$ cat src/rtl/ila_capture_ctrl.sv
// ila_capture_ctrl: capture controller for the system ILA.
// Qualified samples go circularly into the sample RAM through port A. After
// a trigger sample, a programmable number of further samples is stored and
// then capture stops. The status outputs let the host read the trace back
// in order through port B.
//
// Handshake: there is no back-pressure. A sample is consumed on every clock
// edge where sample_valid=1 and the controller is ARMED or POST. The write
// appears on port A one cycle later as a single-cycle ram_wea strobe.
module ila_capture_ctrl #(
    parameter  int DATA_W = 64,
    parameter  int DEPTH  = 512,
    localparam int ADDR_W = $clog2(DEPTH)
) (
    input  logic              clk,
    input  logic              rst_n,
    input  logic [DATA_W-1:0] sample_in,
    input  logic              sample_valid,
    input  logic              trig_in,
    input  logic              cfg_arm,
    input  logic              cfg_abort,
    input  logic [ADDR_W-1:0] cfg_post_cnt,
    output logic [ADDR_W-1:0] ram_addra,
    output logic [DATA_W-1:0] ram_dina,
    output logic              ram_wea,
    output logic [1:0]        sts_state,
    output logic              sts_done,
    output logic [ADDR_W-1:0] sts_trig_addr,
    output logic [ADDR_W-1:0] sts_start_addr,
    output logic              sts_wrapped
);

    localparam logic [1:0] S_IDLE  = 2'd0;
    localparam logic [1:0] S_ARMED = 2'd1;
    localparam logic [1:0] S_POST  = 2'd2;
    localparam logic [1:0] S_DONE  = 2'd3;

    localparam logic [ADDR_W-1:0] LAST_ADDR = ADDR_W'(DEPTH - 1);

    logic [1:0]        state_q, state_d;
    logic [ADDR_W-1:0] wr_ptr_q, wr_ptr_d;
    logic [ADDR_W-1:0] remain_q, remain_d;
    logic [ADDR_W-1:0] post_q, post_d;
    logic              wea_q, wea_d;
    logic [ADDR_W-1:0] addra_q, addra_d;
    logic [DATA_W-1:0] dina_q, dina_d;
    logic              done_q, done_d;
    logic [ADDR_W-1:0] trig_addr_q, trig_addr_d;
    logic [ADDR_W-1:0] start_addr_q, start_addr_d;
    logic              wrapped_q, wrapped_d;

    // Per-cycle view after a possible restart: the pointer, wrap flag, state
    // and post count that this cycle's sample (if any) is processed against.
    logic [1:0]        eff_state;
    logic [ADDR_W-1:0] eff_ptr;
    logic [ADDR_W-1:0] eff_post;
    logic              eff_wrapped;
    logic              take;
    logic [ADDR_W-1:0] ptr_nxt;
    logic              wrap_nxt;
    logic              done_now;

    // Next-state logic: abort first, then restart on arm, then sample handling.
    always_comb begin
        state_d      = state_q;
        wr_ptr_d     = wr_ptr_q;
        remain_d     = remain_q;
        post_d       = post_q;
        wea_d        = 1'b0;
        addra_d      = addra_q;
        dina_d       = dina_q;
        trig_addr_d  = trig_addr_q;
        start_addr_d = start_addr_q;
        wrapped_d    = wrapped_q;
        eff_state    = state_q;
        eff_ptr      = wr_ptr_q;
        eff_post     = post_q;
        eff_wrapped  = wrapped_q;
        take         = 1'b0;
        ptr_nxt      = wr_ptr_q + 1'b1;
        wrap_nxt     = wrapped_q;
        done_now     = 1'b0;

        if (cfg_abort) begin
            // Status registers are deliberately left alone for post-mortem readout.
            state_d = S_IDLE;
        end else begin
            // A sample is only stored while a capture is in flight.
            take = (state_q == S_ARMED) || (state_q == S_POST);
            if (cfg_arm) begin
                eff_state    = S_ARMED;
                eff_ptr      = '0;
                eff_post     = cfg_post_cnt;
                eff_wrapped  = 1'b0;
                state_d      = S_ARMED;
                wr_ptr_d     = '0;
                post_d       = cfg_post_cnt;
                wrapped_d    = 1'b0;
                trig_addr_d  = '0;
                start_addr_d = '0;
            end
            if (take && sample_valid) begin
                ptr_nxt   = eff_ptr + 1'b1;
                wrap_nxt  = eff_wrapped | (eff_ptr == LAST_ADDR);
                wea_d     = 1'b1;
                addra_d   = eff_ptr;
                dina_d    = sample_in;
                wr_ptr_d  = ptr_nxt;
                wrapped_d = wrap_nxt;
                if (eff_state == S_ARMED) begin
                    if (trig_in) begin
                        trig_addr_d = eff_ptr;
                        remain_d    = eff_post;
                        if (eff_post == '0) begin
                            done_now = 1'b1;
                        end else begin
                            state_d = S_POST;
                        end
                    end
                end else begin
                    remain_d = remain_q - 1'b1;
                    if (remain_q == ADDR_W'(1)) begin
                        done_now = 1'b1;
                    end
                end
                if (done_now) begin
                    state_d      = S_DONE;
                    start_addr_d = wrap_nxt ? ptr_nxt : '0;
                end
            end
        end
    end

    // sts_done lags entry into DONE by one cycle so the final RAM write has landed.
    always_comb begin
        done_d = (state_q == S_DONE) && (state_d == S_DONE);
    end

    // State and registered port A / status outputs.
    always_ff @(posedge clk or negedge rst_n) begin
        if (!rst_n) begin
            state_q      <= S_IDLE;
            wr_ptr_q     <= '0;
            remain_q     <= '0;
            post_q       <= '0;
            wea_q        <= 1'b0;
            addra_q      <= '0;
            dina_q       <= '0;
            done_q       <= 1'b0;
            trig_addr_q  <= '0;
            start_addr_q <= '0;
            wrapped_q    <= 1'b0;
        end else begin
            state_q      <= state_d;
            wr_ptr_q     <= wr_ptr_d;
            remain_q     <= remain_d;
            post_q       <= post_d;
            wea_q        <= wea_d;
            addra_q      <= addra_d;
            dina_q       <= dina_d;
            done_q       <= done_d;
            trig_addr_q  <= trig_addr_d;
            start_addr_q <= start_addr_d;
            wrapped_q    <= wrapped_d;
        end
    end

    assign ram_addra      = addra_q;
    assign ram_dina       = dina_q;
    assign ram_wea        = wea_q;
    assign sts_state      = state_q;
    assign sts_done       = done_q;
    assign sts_trig_addr  = trig_addr_q;
    assign sts_start_addr = start_addr_q;
    assign sts_wrapped    = wrapped_q;

endmodule

$ cat config.mk
export PLATFORM = sky130hd
export DESIGN_NAME = ila_capture_ctrl
export DESIGN_NICKNAME = d
export VERILOG_FILES = /design/src/rtl/ila_capture_ctrl.sv
export SDC_FILE = /design/constraint.sdc
export NUM_CORES = 1
export LEC_CHECK = 0
export CAP_MARGIN = 40
export CELL_PAD_IN_SITES_DETAIL_PLACEMENT = 0
export CELL_PAD_IN_SITES_GLOBAL_PLACEMENT = 1
export CORE_UTILIZATION = 38
export CTS_BUF_LIST = sky130_fd_sc_hd__clkbuf_8
export DETAILED_ROUTE_END_ITERATION = 16
export PLACE_DENSITY_LB_ADDON = 0.08
export SLEW_MARGIN = 20
export SYNTH_ARGS = -nofsm -noshare
export SYNTH_HDL_FRONTEND = slang
export SYNTH_SLANG_ARGS = --single-unit
$ cat constraint.sdc
create_clock -name clk -period 3.3 [get_ports clk]
set_input_delay 0.33 -clock clk [delete_from_list [all_inputs] [get_ports clk]]
set_output_delay 0.33 -clock clk [all_outputs]
set_load 0.1 [all_outputs]
==> impl_metrics.ini, run 1 <==
[status]
status = complete, no violations

[clock_network]
cts_num_sinks = 123
clkTransAtPathRegs_ns = 0.07
numCtsBuffers = 17
postCtsSetupRepairBufs = 0
cts_buffer_depth = 2
clock_latency_ns = 0.44
clock-root-buffer = clkbuf_8
htreeDepth = 4
ctsResizeCount = 0
cts_tree = done

[yosys]
synth_seq_cells = 123
ys_warn_count = 0
synthCells = 575
ys_seq_area_share_pct = 57.2
yosysUniqueCellTypes = 50
synth_fa_ha_area_share_pct = 1.16
synth_compound_area_share_pct = 10.6
syn-cell-area_um2 = 5380
synth_xor_area_share_pct = 0.488
synth_top_family_by_area = simple AND/OR/NAND/NOR gates
syn_avg_cell_area_um2 = 9.36
postSynthNetCount = 659
yosys.area_share.simple_pct = 22.4
synthMuxAreaShare_pct = 4.70

[timing]
fin_crit_sh_pct = 79.0
grt_setup_unrepaired = false
fin_tns_setup_ns = 0
maxClockFrequency_mhz = 384
layout_min_cycle_time_ns = 2.61
final-hold-violation-count = 0
skew_ns = 0.00798
maxSlewViolCount = 0
timing.hold.ws_ns = 0.260
max-slew-margin-rel_pct = 52.4
max_slew.worst_pin.slew_ns = 0.708
finalSetupViolCount = 0

[cells_and_area]
multi_input_comb_area_um2 = 2120
syn_to_final_growth_pct = 77.9
finalNetCount = 931
diodes = 0
nFillCells = 986
drive_gt1_share_pct = 18.7
area.sequential_um2 = 3080

[detailed_routing]
drt_first_pass_iters = 5
drc = 0
wire_per_inst_um = 15.0
ant_nets = 0
num_vias = 5022
routed_wl_mm = 15.6
via_per_inst = 4.83
drt_first_iter_violations = 311

[critical_path]
crit_path_end_kind = register
worstPathArrival_ns = 2.98
slowest_stage = dfrtp_1
cp_num_buf_inv = 2
critPathLaunchType = register
crit_required_ns = 3.68
path_cells = ha_1 -> and2_1 -> nand2b_4 -> inv_2 -> buf_4 -> nand2_1 -> mux2i_1 -> a221o_1
path_max_fanout = 27
crit_family = simple AND/OR/NAND/NOR gates
cpPeakStageDelay_ns = 0.44
crit_type = register to register

[floorplan]
die_area_um2 = 14600
fp-row-count = 43
initial_core_util_pct = 38.9
coreArea_um2 = 13800
die_x_um = 121
dieHeight_um = 121
io_pins = 175

[flow_run]
cap_violations = 0

[global_routing]
track_usage_pct = 22.4
grt_overflow_total = 0
grt_pass1_wl_mm = 25.3
grt_pass1_vias = 5054
antenna_found_initial = 0
grt_max_degree = 69

[hold_path]
hp-class = input pin to asynchronous set/reset pin

[placement]
portBuffers = 174
globalplace.congestion = 0.817
dp_hpwl_mm = 11.4

[power_and_ir_drop]
vdd_ir_drop_max_mv = 0.460
power_density_nw_per_um2 = 694
p_leak_uw = 0.00446
-- cells by family after synthesis --
| logic type | Yosys count |
|---|---|
| and+or+nand+nor | 290 |
| DFF | 123 |
| AOI/OAI and AO/OA | 86 |
| buffers and inverters | 44 |
| muxes | 24 |
| adders and majority gates | 5 |
| xor gates and xnor gates | 3 |
-- metal layers --
layer	vias to the layer above	global-route usage (%)	part of all wire, %	routed length (um)
li1	2449	-	-	-
met1	2407	28.4	45	7070
met2	154	37.7	49	7670
met3	12	5.83	4.6	719
met4	0	6.10	0.95	148
met5	-	0	0	0
-- path summary, 6_finish.rpt --
| path | startpoint | endpoint | slack, ns | cells past startpoint |
|---|---|---|---|---|
| setup / recovery | sts_state[0] | remain_q[2] | 0.69 | 8 |
| hold / removal | rst_n | ram_dina[50] | 0.26 | 2 |
| setup reg to reg | sts_state[0] | remain_q[2] | 0.69 | 8 |
| hold reg to reg | ram_dina[29] | ram_dina[29] | 0.47 | 2 |
| max in group asynchronous | rst_n | sts_done | 2.12 | 4 |
| min in group clk | sample_in[29] | ram_dina[29] | 0.41 | 3 |
-- through the flow --
step                instances  power, uW  worst slack (ns)  util, %  area, um^2
detailed placement       1006       5270             0.450     65.9        9110
finish                   1040       6650             0.694     69.2        9570
global route             1040       6910             0.443     69.2        9570
global placement          910       4430             0.544     52.8        7300
CTS                      1039       6710             0.656     69.0        9540
floorplan                 575       3780             0.806        -        5380
-- area by class of cell --
| cell class | count | share of cell area (%) |
|---|---|---|
| multi-input cells | 408 | 22.2 |
| clock buffers | 22 | 3.16 |
| repair buffers | 284 | 38.4 |
| well taps | 180 | 2.35 |
| inverters | 13 | 0.510 |
| clock inverters | 10 | 1.28 |
| flip-flops and latches | 123 | 32.2 |
-- report_power, final --
group	switching, uW	leakage, uW	internal, uW
logic	2050	0.00265	1230
registers	177	0.00159	1770
clock network	587	0.000230	835
total	2820	0.00446	3830
-- state kept, by name, summed over array words and instances (netlist names) --
signal          count
post_q              9
ram_addra           9
ram_dina           64
ram_wea             1
remain_q            9
sts_done            1
sts_start_addr      9
sts_state           2
sts_trig_addr       9
sts_wrapped         1
wr_ptr_q            9
-- cell usage after synthesis (all sizes together) --
| cell | n | share of area [%] |
|---|---|---|
| nor2 | 15 | 1.0 |
| o22ai | 3 | 0.35 |
| a21oi | 13 | 1.2 |
| clkbuf | 15 | 1.0 |
| inv | 13 | 0.91 |
| nor4b | 1 | 0.16 |
| nor3 | 7 | 0.74 |
| mux2 | 10 | 2.1 |
| nand2b | 3 | 0.49 |
| a221o | 1 | 0.19 |
| nor4 | 5 | 0.70 |
| a31oi | 2 | 0.23 |
| o31ai | 5 | 0.70 |
| o311ai | 1 | 0.16 |
| and2 | 2 | 0.28 |
| nand4b | 1 | 0.16 |
| nor3b | 1 | 0.14 |
| nand2 | 235 | 16 |
| a21o | 1 | 0.14 |
| o2bb2ai | 1 | 0.16 |
| a2111oi | 2 | 0.56 |
| o211a | 1 | 0.19 |
| mux2i | 14 | 2.6 |
| ha | 5 | 1.2 |
| dfrtp | 123 | 57 |
| buf | 16 | 1.5 |
| a2bb2oi | 1 | 0.16 |
| and3 | 3 | 0.44 |
| nand3 | 14 | 1.4 |
| a221oi | 1 | 0.49 |
| o32a | 1 | 0.19 |
| o2111ai | 1 | 0.16 |
| nor2b | 1 | 0.12 |
| a22o | 12 | 2.0 |
| or4 | 1 | 0.21 |
| xnor2 | 2 | 0.33 |
| or2b | 1 | 0.14 |
| o21ai | 40 | 3.7 |
| xor2 | 1 | 0.16 |
-- layout by cell type, fill, tap and decap left out, drive strengths merged, types with 2 or more instances in the layout --
master         synthesis  final
a2111oi                2      2
a21oi                 13     13
a22o                  12     12
a31oi                  2      2
and2                   2      2
and3                   3      3
buf                   16    110
bufinv                 0      3
clkbuf                15     22
clkdlybuf4s50          0    173
clkinv                 0      2
dfrtp                123    123
ha                     5      5
inv                   13     17
mux2                  10     10
mux2i                 14     14
nand2                235    235
nand2b                 3      3
nand3                 14     14
nor2                  15     15
nor3                   7      7
nor4                   5      5
o21ai                 40     40
o22ai                  3      3
o31ai                  5      5
xnor2                  2      2
-- timing repair --
item	in CTS	in global routing
hold buffers	1	0
endpoints found under the setup margin	0	0
endpoints found under the hold margin	8	0
(Power assumes the default switching activity.)
==> run 2, diff against run 1 <==
--- a/config.mk
+++ b/config.mk
@@ -8,7 +8,7 @@
 export CAP_MARGIN = 40
 export CELL_PAD_IN_SITES_DETAIL_PLACEMENT = 0
 export CELL_PAD_IN_SITES_GLOBAL_PLACEMENT = 1
-export CORE_UTILIZATION = 38
+export CORE_UTILIZATION = 32
 export CTS_BUF_LIST = sky130_fd_sc_hd__clkbuf_8
 export DETAILED_ROUTE_END_ITERATION = 16
 export PLACE_DENSITY_LB_ADDON = 0.08
==> constraint.sdc (replaced) <==
create_clock -name clk -period 2.25 [get_ports clk]
set_input_delay 0.225 -clock clk [delete_from_list [all_inputs] [get_ports clk]]
set_output_delay 0.225 -clock clk [all_outputs]
set_load 0.1 [all_outputs]
==> run 2 against run 1 <==
Clock power rose by 45%. Sequential power rose by 46%. Combinational power rose by 8.5%. Register-to-register slack got worse by 0.50 ns. Non-clock buffer count fell by 77. Critical path depth rose by 2. Wire length fell by 5.1%. Clock-buffer cell count fell by 3. Design area fell by 19%. Clock skew rose by 0.0011 ns. Highest routed layer unchanged.
==> impl_metrics.ini, run 2 (synthesis results as in run 1) <==
[global_routing]
grt_max_degree = 47
grt_overflow_total = 0
grt_pass1_vias = 4604
grt_pass1_wl_mm = 24.3
track_usage_pct = 17.9
grt_util_met3_pct = 5.40
grt_busiest_layer = met2
met1_usage_pct = 24.9
grt_use_met2_pct = 27.0
antenna_found_initial = 0

[cells_and_area]
most-common-layout-cells = nand2_1, buf_4, dfrtp_1
diodes = 0
finalNetCount = 854
drive_gt1_share_pct = 23.5
final_common_cell = nand2_1
postLayoutCellArea_um2 = 7710
syn_to_final_growth_pct = 43.4
largest_reg_flops = 64

[placement]
globalplace.congestion = 0.815
dp_hpwl_mm = 10.5
dpl-instance-area_um2 = 7290
portBuffers = 174

[detailed_routing]
drt_first_pass_iters = 5
num_vias = 4602
ant_nets = 0
wire_per_inst_um = 14.8
routed_wl_mm = 14.8
drc = 0
via_per_inst = 4.59
drt_first_iter_violations = 228

[floorplan]
dieHeight_um = 132
coreArea_um2 = 16500
io_pins = 175
fp-row-count = 47
die_area_um2 = 17300
initial_core_util_pct = 32.6
die_x_um = 132

[power_and_ir_drop]
power_density_nw_per_um2 = 1100
vdd_ir_drop_max_mv = 0.530
p_leak_uw = 0.00386
totalPowerFinal_uw = 8470

[timing]
max_slew.worst_pin.slew_ns = 0.656
grt_setup_unrepaired = false
fin_crit_sh_pct = 91.3
maxClockFrequency_mhz = 487
fin_tns_setup_ns = 0
skew_ns = 0.00908
max-slew-margin-rel_pct = 55.8
maxSlewViolCount = 0
finalSetupViolCount = 0
final-hold-violation-count = 0
layout_min_cycle_time_ns = 2.06

[status]
status = complete, no violations

[clock_network]
htreeDepth = 4
clkTransAtPathRegs_ns = 0.07
cts_num_sinks = 123
cts_buffer_depth = 2
cts_tree = done
clock-root-buffer = clkbuf_8
clock_latency_ns = 0.44
numCtsBuffers = 17

[critical_path]
critPathLaunchType = register
path_max_fanout = 8
crit_required_ns = 2.57
worstPathArrival_ns = 2.38
crit_path_end_kind = register
crit_type = register to register
r2r_start = wr_ptr_q[1]
critPathLaunch = wr_ptr_q[1]

[flow_run]
cap_violations = 0

[hold_path]
hp-class = input pin to asynchronous set/reset pin
==> run 2: layout make-up <==
class,count,area [um^2]
flip-flops and latches,123,3080
well taps,220,275
inverters,13,48.8
fillers,1588,8810
repair buffers,207,1770
clock buffers,19,262
multi-input cells,408,2120
clock inverters,13,150
==> run 2: stage by stage <==
stage	utilization (%)	worst slack, ns	hold slack (ns)	instances
finish	46.7	0.195	0.279	1003
global route	46.7	0.0449	0.272	1003
CTS	46.7	0.189	0.268	1003
detailed placement	44.1	-0.156	0.216	970
global placement	44.1	-0.124	0.206	970
floorplan	-	0.0682	-0.0706	575
==> run 2: routing by layer <==
metal  vias up  share of wire [%]
met5         -                  0
met4         0               0.90
met3        11                6.0
met2       149                 44
met1      2150                 49
li1       2292                  -
==> run 2: worst paths after layout <==
kind | endpoint | slack (ns) | cells past startpoint
worst max-delay path | sts_start_addr[7] | 0.19 | 10
worst min-delay path | ram_dina[52] | 0.28 | 2
worst max register to register | sts_start_addr[7] | 0.19 | 10
worst min register to register | ram_dina[42] | 0.48 | 2
max in group asynchronous | post_q[2] | 1.22 | 3
min in group clk | ram_dina[27] | 0.31 | 3
==> run 2: power by group <==
part           leakage, uW  internal [uW]  switching, uW
sequential         0.00158           2590            254
clock             0.000214           1140            917
combinational      0.00206            777           2780
==> run 2: critical path, stage by stage, from the launching register on <==
cell and delay [ns]:
dfrtp_1 0.42, nand2_1 0.10, inv_1 0.05, ha_1 0.21
nand4b_1 0.12, nor2_1 0.07, and3_1 0.18, ha_1 0.19
a21o_1 0.15, o211a_1 0.23, a22o_1 0.23
==> run 2: repair_timing <==
item,4_1_cts,5_1_grt
setup buffers,0,0
gates resized for setup,0,0
hold endpoints to repair,29,0
hold buffers,1,0
